### src/rtl/m_lsu.sv
// m_lsu: load/store unit with a private word-organised data memory.
//   RV32I LB/LH/LW/LBU/LHU/SB/SH/SW, little-endian byte lanes, sign/zero extension.
//   Request and response each use a valid/ready handshake. The response appears
//   LAT cycles after accept and is held until the consumer takes it.
//   Bad funct3, misaligned and out-of-range requests are answered with err=1
//   and leave memory untouched.
// Ports:
//   w_clk, w_rst_n                          clock, async active-low reset
//   w_req_valid/ready/we/funct3/addr/wdata  request channel
//   w_rsp_valid/ready/rdata/err             response channel
module m_lsu #(
  parameter int DEPTH = 64,
  parameter int LAT   = 1
) (
  input  logic        w_clk,
  input  logic        w_rst_n,
  input  logic        w_req_valid,
  output logic        w_req_ready,
  input  logic        w_req_we,
  input  logic [2:0]  w_req_funct3,
  input  logic [31:0] w_req_addr,
  input  logic [31:0] w_req_wdata,
  output logic        w_rsp_valid,
  input  logic        w_rsp_ready,
  output logic [31:0] w_rsp_rdata,
  output logic        w_rsp_err
);
  localparam int NUM_LANES = 4;
  localparam int AW        = (DEPTH > 1) ? $clog2(DEPTH) : 1;

  typedef enum logic [1:0] {IDLE, WAIT, RESP} state_t;

  state_t     state;
  logic [3:0] cnt;

  logic [NUM_LANES-1:0][7:0] mem [DEPTH];

  logic [AW-1:0]             idx;
  logic [1:0]                lane;
  logic                      f3_bad, mis, oor, err_c, accept, wr_en;
  logic [NUM_LANES-1:0]      be;
  logic [NUM_LANES-1:0][7:0] wbytes;
  logic [31:0]               word, ld_val;
  logic [7:0]                ld_b;
  logic [15:0]               ld_h;

  assign w_req_ready = (state == IDLE);
  assign accept      = w_req_valid & w_req_ready;
  assign idx         = w_req_addr[AW+1:2];
  assign lane        = w_req_addr[1:0];

  // Error priority: funct3 first, then alignment, then range.
  always_comb begin
    f3_bad = 1'b0;
    case (w_req_funct3)
      3'b000, 3'b001, 3'b010: f3_bad = 1'b0;
      3'b100, 3'b101:         f3_bad = w_req_we;  // no unsigned stores
      default:                f3_bad = 1'b1;
    endcase
    mis   = (w_req_funct3[1:0] == 2'b01) ? lane[0]
          : (w_req_funct3[1:0] == 2'b10) ? (lane != 2'b00) : 1'b0;
    oor   = (w_req_addr[31:2] >= 30'(DEPTH));
    err_c = f3_bad | mis | oor;
  end

  // Store lane enables and replicated data so each lane just picks its byte.
  always_comb begin
    be     = '0;
    wbytes = w_req_wdata;
    case (w_req_funct3[1:0])
      2'b00: begin
        be            = 4'b0001 << lane;
        wbytes        = {4{w_req_wdata[7:0]}};
      end
      2'b01: begin
        be            = lane[1] ? 4'b1100 : 4'b0011;
        wbytes        = {2{w_req_wdata[15:0]}};
      end
      default: be     = 4'b1111;
    endcase
  end

  assign wr_en = accept & w_req_we & ~err_c;

  always_ff @(posedge w_clk) begin
    if (wr_en)
      for (int l = 0; l < NUM_LANES; l++)
        if (be[l]) mem[idx][l] <= wbytes[l];
  end

  // Load extraction from the word as it stands at the accept edge.
  always_comb begin
    word   = oor ? 32'h0 : mem[idx];
    ld_b   = word[8*lane +: 8];
    ld_h   = lane[1] ? word[31:16] : word[15:0];
    ld_val = '0;
    case (w_req_funct3)
      3'b000:  ld_val = {{24{ld_b[7]}}, ld_b};
      3'b001:  ld_val = {{16{ld_h[15]}}, ld_h};
      3'b010:  ld_val = word;
      3'b100:  ld_val = {24'h0, ld_b};
      3'b101:  ld_val = {16'h0, ld_h};
      default: ld_val = '0;
    endcase
  end

  // RESP spends one cycle with valid low before raising it, so valid rises
  // exactly LAT edges after accept for every LAT.
  always_ff @(posedge w_clk or negedge w_rst_n) begin
    if (!w_rst_n) begin
      state       <= IDLE;
      cnt         <= '0;
      w_rsp_valid <= 1'b0;
      w_rsp_rdata <= '0;
      w_rsp_err   <= 1'b0;
    end else begin
      case (state)
        IDLE: if (accept) begin
          w_rsp_err   <= err_c;
          w_rsp_rdata <= (err_c | w_req_we) ? 32'h0 : ld_val;
          if (LAT == 1) state <= RESP;
          else begin
            state <= WAIT;
            cnt   <= 4'(LAT - 1);
          end
        end
        WAIT: begin
          cnt <= cnt - 4'd1;
          if (cnt == 4'd1) state <= RESP;
        end
        RESP: begin
          if (!w_rsp_valid) w_rsp_valid <= 1'b1;
          else if (w_rsp_ready) begin
            w_rsp_valid <= 1'b0;
            w_rsp_rdata <= '0;
            w_rsp_err   <= 1'b0;
            state       <= IDLE;
          end
        end
        default: state <= IDLE;
      endcase
    end
  end
endmodule

### config.mk
export PLATFORM = sky130hd
export DESIGN_NAME = m_lsu
export DESIGN_NICKNAME = d
export VERILOG_FILES = /design/src/rtl/m_lsu.sv
export SDC_FILE = /design/constraint.sdc
export NUM_CORES = 2
export LEC_CHECK = 0
export ABC_CLOCK_PERIOD_IN_PS = 3200
export CORE_ASPECT_RATIO = 0.75
export CORE_MARGIN = 1
export CORE_UTILIZATION = 25
export DETAILED_ROUTE_END_ITERATION = 8
export SLEW_MARGIN = 20
export SYNTH_ARGS = -nofsm -noshare
export SYNTH_HDL_FRONTEND = slang
export SYNTH_SLANG_ARGS = --single-unit
### constraint.sdc
create_clock -name w_clk -period 3.2 [get_ports w_clk]
set_clock_uncertainty 0.2 [all_clocks]
set_input_delay 0.48 -clock w_clk [delete_from_list [all_inputs] [get_ports w_clk]]
set_output_delay 0.48 -clock w_clk [all_outputs]
set_load 0.02 [all_outputs]
# Yosys cells after proc, flatten, opt, wreduce, memory -nomap -nowiden
# Memory sizes are Yosys's and may differ from the RTL's.
# Index checks and enable logic that the tools add are counted.
# totals
output_inout_bits	35
input_bits	72
n_memories	1
ff_bits	40
ram_bits	2048
word_cells	76
# classes
bitwise	7
n_reduce_logical	9
n_eq_ne	13
shifts	2
n_mux	37
n_lt_le_gt_ge	1
n_addsub	1
# mem_list
name	depth	width	read_ports	rd_ports_with_merged_regs	write_ports	line_no	text
mem	64	32	1	0	1	36	logic [NUM_LANES-1:0][7:0] mem [DEPTH];
# ops
op	n
$mux 32	5
$pmux 32 s5	1
$pmux 32 s2	2
$shiftx 32x6->8	1
$ge 30x7->1 const B	1
$mux 1	19
$mux 16	1
$mux 2	4
$pmux 4 s2	1
$reduce_and 4->1	2
$eq 3x3->1 const B	2
$ne 2x2->1 const B	3
$pmux 2 s3	1
$eq 2x1->1 const B	2
$eq 2x2->1 const B	2
$eq 4x1->1 const B	1
$logic_not 2->1	2
$mux 4	1
$pmux 1 s2	2
$reduce_bool 2->1	2
$shl 1x2->4 const A	1
$sub 4x1->4 const B	1
$and 1x1->1	3
$eq 3x1->1 const B	1
other kinds (7)	9

# Depth between registers and ports, before layout
# logic_depth
ltp_word	9
mapped_depth	15
depth_no_buf	8

# Least setup slack after synthesis
# Ideal clock, no wire load.
# synth_path
kind	input to register
startpoint	input port w_req_funct3[0]
endpoint	memory mem[0][24] in the netlist's numbering (data pin)
path_stages	4
setup_slack_ns	-1.453
n_path_buf	2
arrival_time_ns	3.752
setup_time_ns	0.702
t_required_ns	2.298
cell_sequence	clkbuf_1 -> buf_1 -> mux2i_1 -> o21ai_0
# synth_lines
element	line_no	text
start, declared	20	input logic [2:0] w_req_funct3,
end, declared	36	

# Worst setup path in the final report
# layout_path
startpoint	input port w_req_addr[30]
endpoint	register w_rsp_rdata[3]
# layout_between
elab_chain_cells	7
word_cells_on_any_way	10
classes_between	order compare (1); shift (1); mux (6); bitwise (2)
# layout_lines
element	line_no	text
start, declared	21	input logic [31:0] w_req_addr,
$ge 30x7->1 (*)	62	oor = (w_req_addr[31:2] >= 30'(DEPTH));
$mux 32	93	word = oor ? 32'h0 : mem[idx];
$shiftx 32x6->8 / $mux 16 (equally long branches)	94, 95	
$pmux 32 s5	97	case (w_req_funct3)
$mux 32 (*)	120	w_rsp_rdata <= (err_c | w_req_we) ? 32'h0 : ld_val;
$mux 32 (*)	118	IDLE: if (accept) begin
$pmux 32 s2 (*)	117	case (state)
end signal, assigned	120	
end, declared	25	output logic [31:0] w_rsp_rdata,
# Every way passes the cells marked *; elsewhere a longest branch is shown, timed or not. The select of a mux whose other input is x is not followed.
# A chain may end at the register's enable or synchronous reset.

==> impl_metrics.csv <==
group,metric,value,unit
worst_setup_path,critPathRequiredTime,3.76,ns
logic_synthesis,yosys.area_share.simple,4.81,%
logic_synthesis,yosysMostFrequentCell,"sky130_fd_sc_hd__edfxtp_1",
detailed_routing,drt-total-wl,320,mm
floorplan,core.rowCount,180,
pwr,share_clk_of_total_power,39.6,%
logic_synthesis,synth_seq_area_share,76.8,%
logic_synthesis,netlist.top_cell.by_area,"sky130_fd_sc_hd__edfxtp_1",
worst_setup_path,highest_fanout_seen_on_the_critical_path,10,
detailed_routing,wl_per_cell,31.0,µm
pwr,power.static_leakage,0.0340,µW
logic_synthesis,share_of_the_synthesized_area_in_compound_gates_ao_oa_aoi_oai,8.87,%
clocking,cts.reportedPaths.clkPinSlew,0.07,ns
run_status,run_status,"complete, no violations",
global_routing,grt_antenna_before_repair,28,
sta,timing.max_slew.rel_slack,36.3,%
logic_synthesis,yosys.cell_types.count,88,
detailed_routing,detailedRoute.firstPassIterationCount,6,
cells_and_area,areaGrowthSynthToFinish,27.2,%
floorplan,chipWidth,660,µm
clocking,numCtsBuffers,193,
clocking,clock_tree.root_cell,"sky130_fd_sc_hd__clkbuf_16",
clocking,cts_max_path_buffers,4,
pwr,ir_drop_worst_case_vdd,467,µV
global_routing,via_count_of_the_first_global_routing_pass,51736,
detailed_routing,drt.antenna.violating_nets,0,
logic_synthesis,synth_fa_ha_area_share,0,%
detailed_routing,number_of_design_rule_violations_left_after_detail_routing,0,
pwr,total_power,57600,µW
cells_and_area,drive_above_1_share,30.2,%
pwr,sw_share,23.1,%
detailed_routing,detailroute.via_count,54249,
logic_synthesis,largest_family_of_logic_cells_by_synthesized_area,"compound AO/OA/AOI/OAI gates",
logic_synthesis,syn_area,0.0812,mm²
worst_setup_path,path_type_of_the_worst_setup_path,"in -> reg",
worst_setup_path,critical_path.startpoint,"w_req_addr[30]",
sta,timing_worst_slew_pin_value,0.947,ns
worst_setup_path,cp-endpoint,"w_rsp_rdata[3]",
floorplan,start_util,25.2,%
logic_synthesis,post_synth_inst_count,4717,
worst_setup_path,worst_reg2reg_path_length_in_cells,8,
logic_synthesis,synthesis.nets,4789,
cells_and_area,design.final.nets,5950,
logic_synthesis,synth_mux_area_share,7.12,%
logic_synthesis,synth.top_cell.area_share,75.8,%
logic_synthesis,synth-main-ff-cell,"sky130_fd_sc_hd__edfxtp_1",
sta,final_setup_violation_count,0,
logic_synthesis,synthArstFlopShare,1.68,%
logic_synthesis,synth-warning-count,0,
worst_setup_path,crit-reg2reg-launch,"mem[21][7]",
pwr,pwr_per_cell_area,558,mW/mm²
logic_synthesis,synth.avg_cell_area,17.2,µm²
sta,rsz0062_at_grt,"no",
min_path,min-delay-path-class,"in -> reg",
pwr,switching_power,13300,µW
placed_design,place_area,0.0971,mm²
placed_design,dp.final_hpwl,228,mm
worst_setup_path,crit_path_start_kind,"input port",
floorplan,core_region_area,0.322,mm²
job,max_cap_viol_count,0,
sta,fin_crit_sh,99.7,%
logic_synthesis,synth-seq-cells,2083,
worst_setup_path,critPathCaptureType,"register",
pwr,power.share.combinational,8.0,%
logic_synthesis,synth_enable_flop_cells,2048,
clocking,clkLatencyLatePin,0.87,ns
cells_and_area,fill_cells,30935,
clocking,h-tree-depth,4,
logic_synthesis,synth_area_leaders,"sky130_fd_sc_hd__edfxtp_1, sky130_fd_sc_hd__o22ai_1, sky130_fd_sc_hd__mux4_2",
logic_synthesis,ys_top_cells_by_count,"sky130_fd_sc_hd__edfxtp_1, sky130_fd_sc_hd__o22ai_1, sky130_fd_sc_hd__nor2_1",
sta,timing.final.crit_period,3.19,ns
pwr,intPower,44300,µW
detailed_routing,drt_iter0_markers,8539,
worst_setup_path,setup.reg_to_reg.worst_slack,0.11,ns
global_routing,gr-usage-all-layers,18.9,%
global_routing,grt_pass1_wl,429,mm
worst_setup_path,regToRegEndpoint,"w_rsp_rdata[15]",
logic_synthesis,synth_xor_area_share,0,%
global_routing,globalRouteOverflowTotal,0,
pwr,sequentialPowerShare,52.3,%
global_routing,maximum_number_of_pins_on_one_net_before_global_route_repair,65,
clocking,tritoncts,"done",
sta,hold_viol,0,
placed_design,finalWeightedCongestion,1.02,
floorplan,chip_height,495,µm
floorplan,ioPinCount,107,
worst_setup_path,timing.critical_path.arrival,3.75,ns
detailed_routing,viasPerCell,5.25,
sta,max_freq,313,MHz
placed_design,buffer_ports.inserted,106,
sta,final-max-slew-violation-count,0,
cells_and_area,design_area,0.103,mm²
clocking,cts_sink_cnt,2083,
floorplan,fp.dieArea,0.327,mm²
==> registers in the layout, indices dropped and copies added (netlist names) <==
name / flops
w_rsp_err: 1
w_rsp_rdata: 32
state: 1
mem: 2048
w_rsp_valid: 1
==> final cells by class <==
cell class	count	area (µm²)	share of cell area, %
timing repair buffer	1298	12100	11.8
antenna	21	52.6	0.0509
tap	4277	5350	5.18
multi-input combinational	2277	17300	16.7
clock buffer	247	5120	4.95
clock inverter	96	871	0.843
inverter	25	100	0.0969
sequential	2083	62400	60.4
==> per-layer routing <==
metal / up-vias / wire length [µm] / track usage (%)
met1: 27945 / 124000 / 25.3
met4: 28 / 12600 / 6.73
met5: - / 599 / 0.554
li1: 21615 / - / -
met2: 4054 / 132000 / 26.5
met3: 607 / 50500 / 8.89
==> cell families after synthesis <==
group	after synthesis
flip-flops	2083
AO/OA/AOI/OAI	1029
AND/OR/NAND/NOR	831
multiplexers	417
buffers and inverters	357
==> worst min-delay path by stage <==
stage,startpoint,endpoint,slack [ns],depth (start not counted)
2_1_floorplan,w_rst_n,state[1],-0.02,0
3_3_place_gp,w_rsp_err,w_rsp_err,0.28,2
3_5_place_dp,w_rsp_err,w_rsp_err,0.29,2
4_1_cts,w_req_valid,state[1],0.01,2
5_1_grt,w_req_valid,state[1],0.05,2
6_report,w_req_valid,state[1],0.06,2
==> power groups by stage <==
stage	combinational [µW]	clock, µW	sequential [µW]
after floorplan	1700	0	30800
after global placement	4380	0	30700
after detailed placement	4430	0	30700
after CTS	4450	23000	30100
after global routing	4680	23900	30100
final	4630	22800	30200
==> stage by stage <==
stage	hold slack, ns	setup TNS, ns	cells	setup slack, ns	utilization [%]
2_1_floorplan	-0.0156	0	4717	0.125	-
5_1_grt	0.0495	0	10313	0.00186	32.1
6_report	0.0599	0	10324	0.0101	32.1
4_1_cts	0.0138	0	10302	0.00550	32.0
3_3_place_gp	0.277	-1477.02	9956	-1.65	30.2
3_5_place_dp	0.288	-1296.77	9956	-1.25	30.2
==> worst max-delay path: stages <==
cell                              delay [ns]
sky130_fd_sc_hd__clkdlybuf4s50_1        0.40
sky130_fd_sc_hd__nor4_1                 0.36
sky130_fd_sc_hd__buf_4                  0.18
sky130_fd_sc_hd__nand4_1                0.14
sky130_fd_sc_hd__or2_4                  0.34
sky130_fd_sc_hd__buf_12                 0.18
sky130_fd_sc_hd__buf_4                  0.19
sky130_fd_sc_hd__nor2_1                 0.14
sky130_fd_sc_hd__buf_4                  0.18
sky130_fd_sc_hd__o221ai_1               0.27
sky130_fd_sc_hd__a2111oi_4              0.43
sky130_fd_sc_hd__buf_4                  0.19
sky130_fd_sc_hd__o21ai_1                0.11
sky130_fd_sc_hd__o211ai_1               0.12
==> timing repair <==
item / CTS / global route
endpoints found under the hold margin: 50 / 0
gates resized for setup: 13 / 13
setup endpoints to repair: 25 / 49
buffers inserted: 0 / 1
gates cloned: 0 / 0
pin swaps: 1 / 2
hold buffers: 3 / 0
==> layout by cell type (no fill, tap or decap), types with 33 or more instances in the layout <==
cell,count
sky130_fd_sc_hd__o21ai_0,72
sky130_fd_sc_hd__mux4_2,111
sky130_fd_sc_hd__buf_4,1016
sky130_fd_sc_hd__clkdlybuf4s50_1,92
sky130_fd_sc_hd__o22ai_1,406
sky130_fd_sc_hd__nor4_1,33
sky130_fd_sc_hd__buf_12,173
sky130_fd_sc_hd__o221ai_1,147
sky130_fd_sc_hd__mux2i_1,134
sky130_fd_sc_hd__a21oi_1,103
sky130_fd_sc_hd__dfrtp_1,35
sky130_fd_sc_hd__a22oi_1,46
sky130_fd_sc_hd__clkinv_1,49
sky130_fd_sc_hd__mux2_2,170
sky130_fd_sc_hd__nor3_1,38
sky130_fd_sc_hd__nor2_1,379
sky130_fd_sc_hd__clkbuf_16,196
sky130_fd_sc_hd__edfxtp_1,2048
sky130_fd_sc_hd__clkbuf_1,49
sky130_fd_sc_hd__nand2_1,178
No activity file was read; power rests on OpenSTA's default activity.
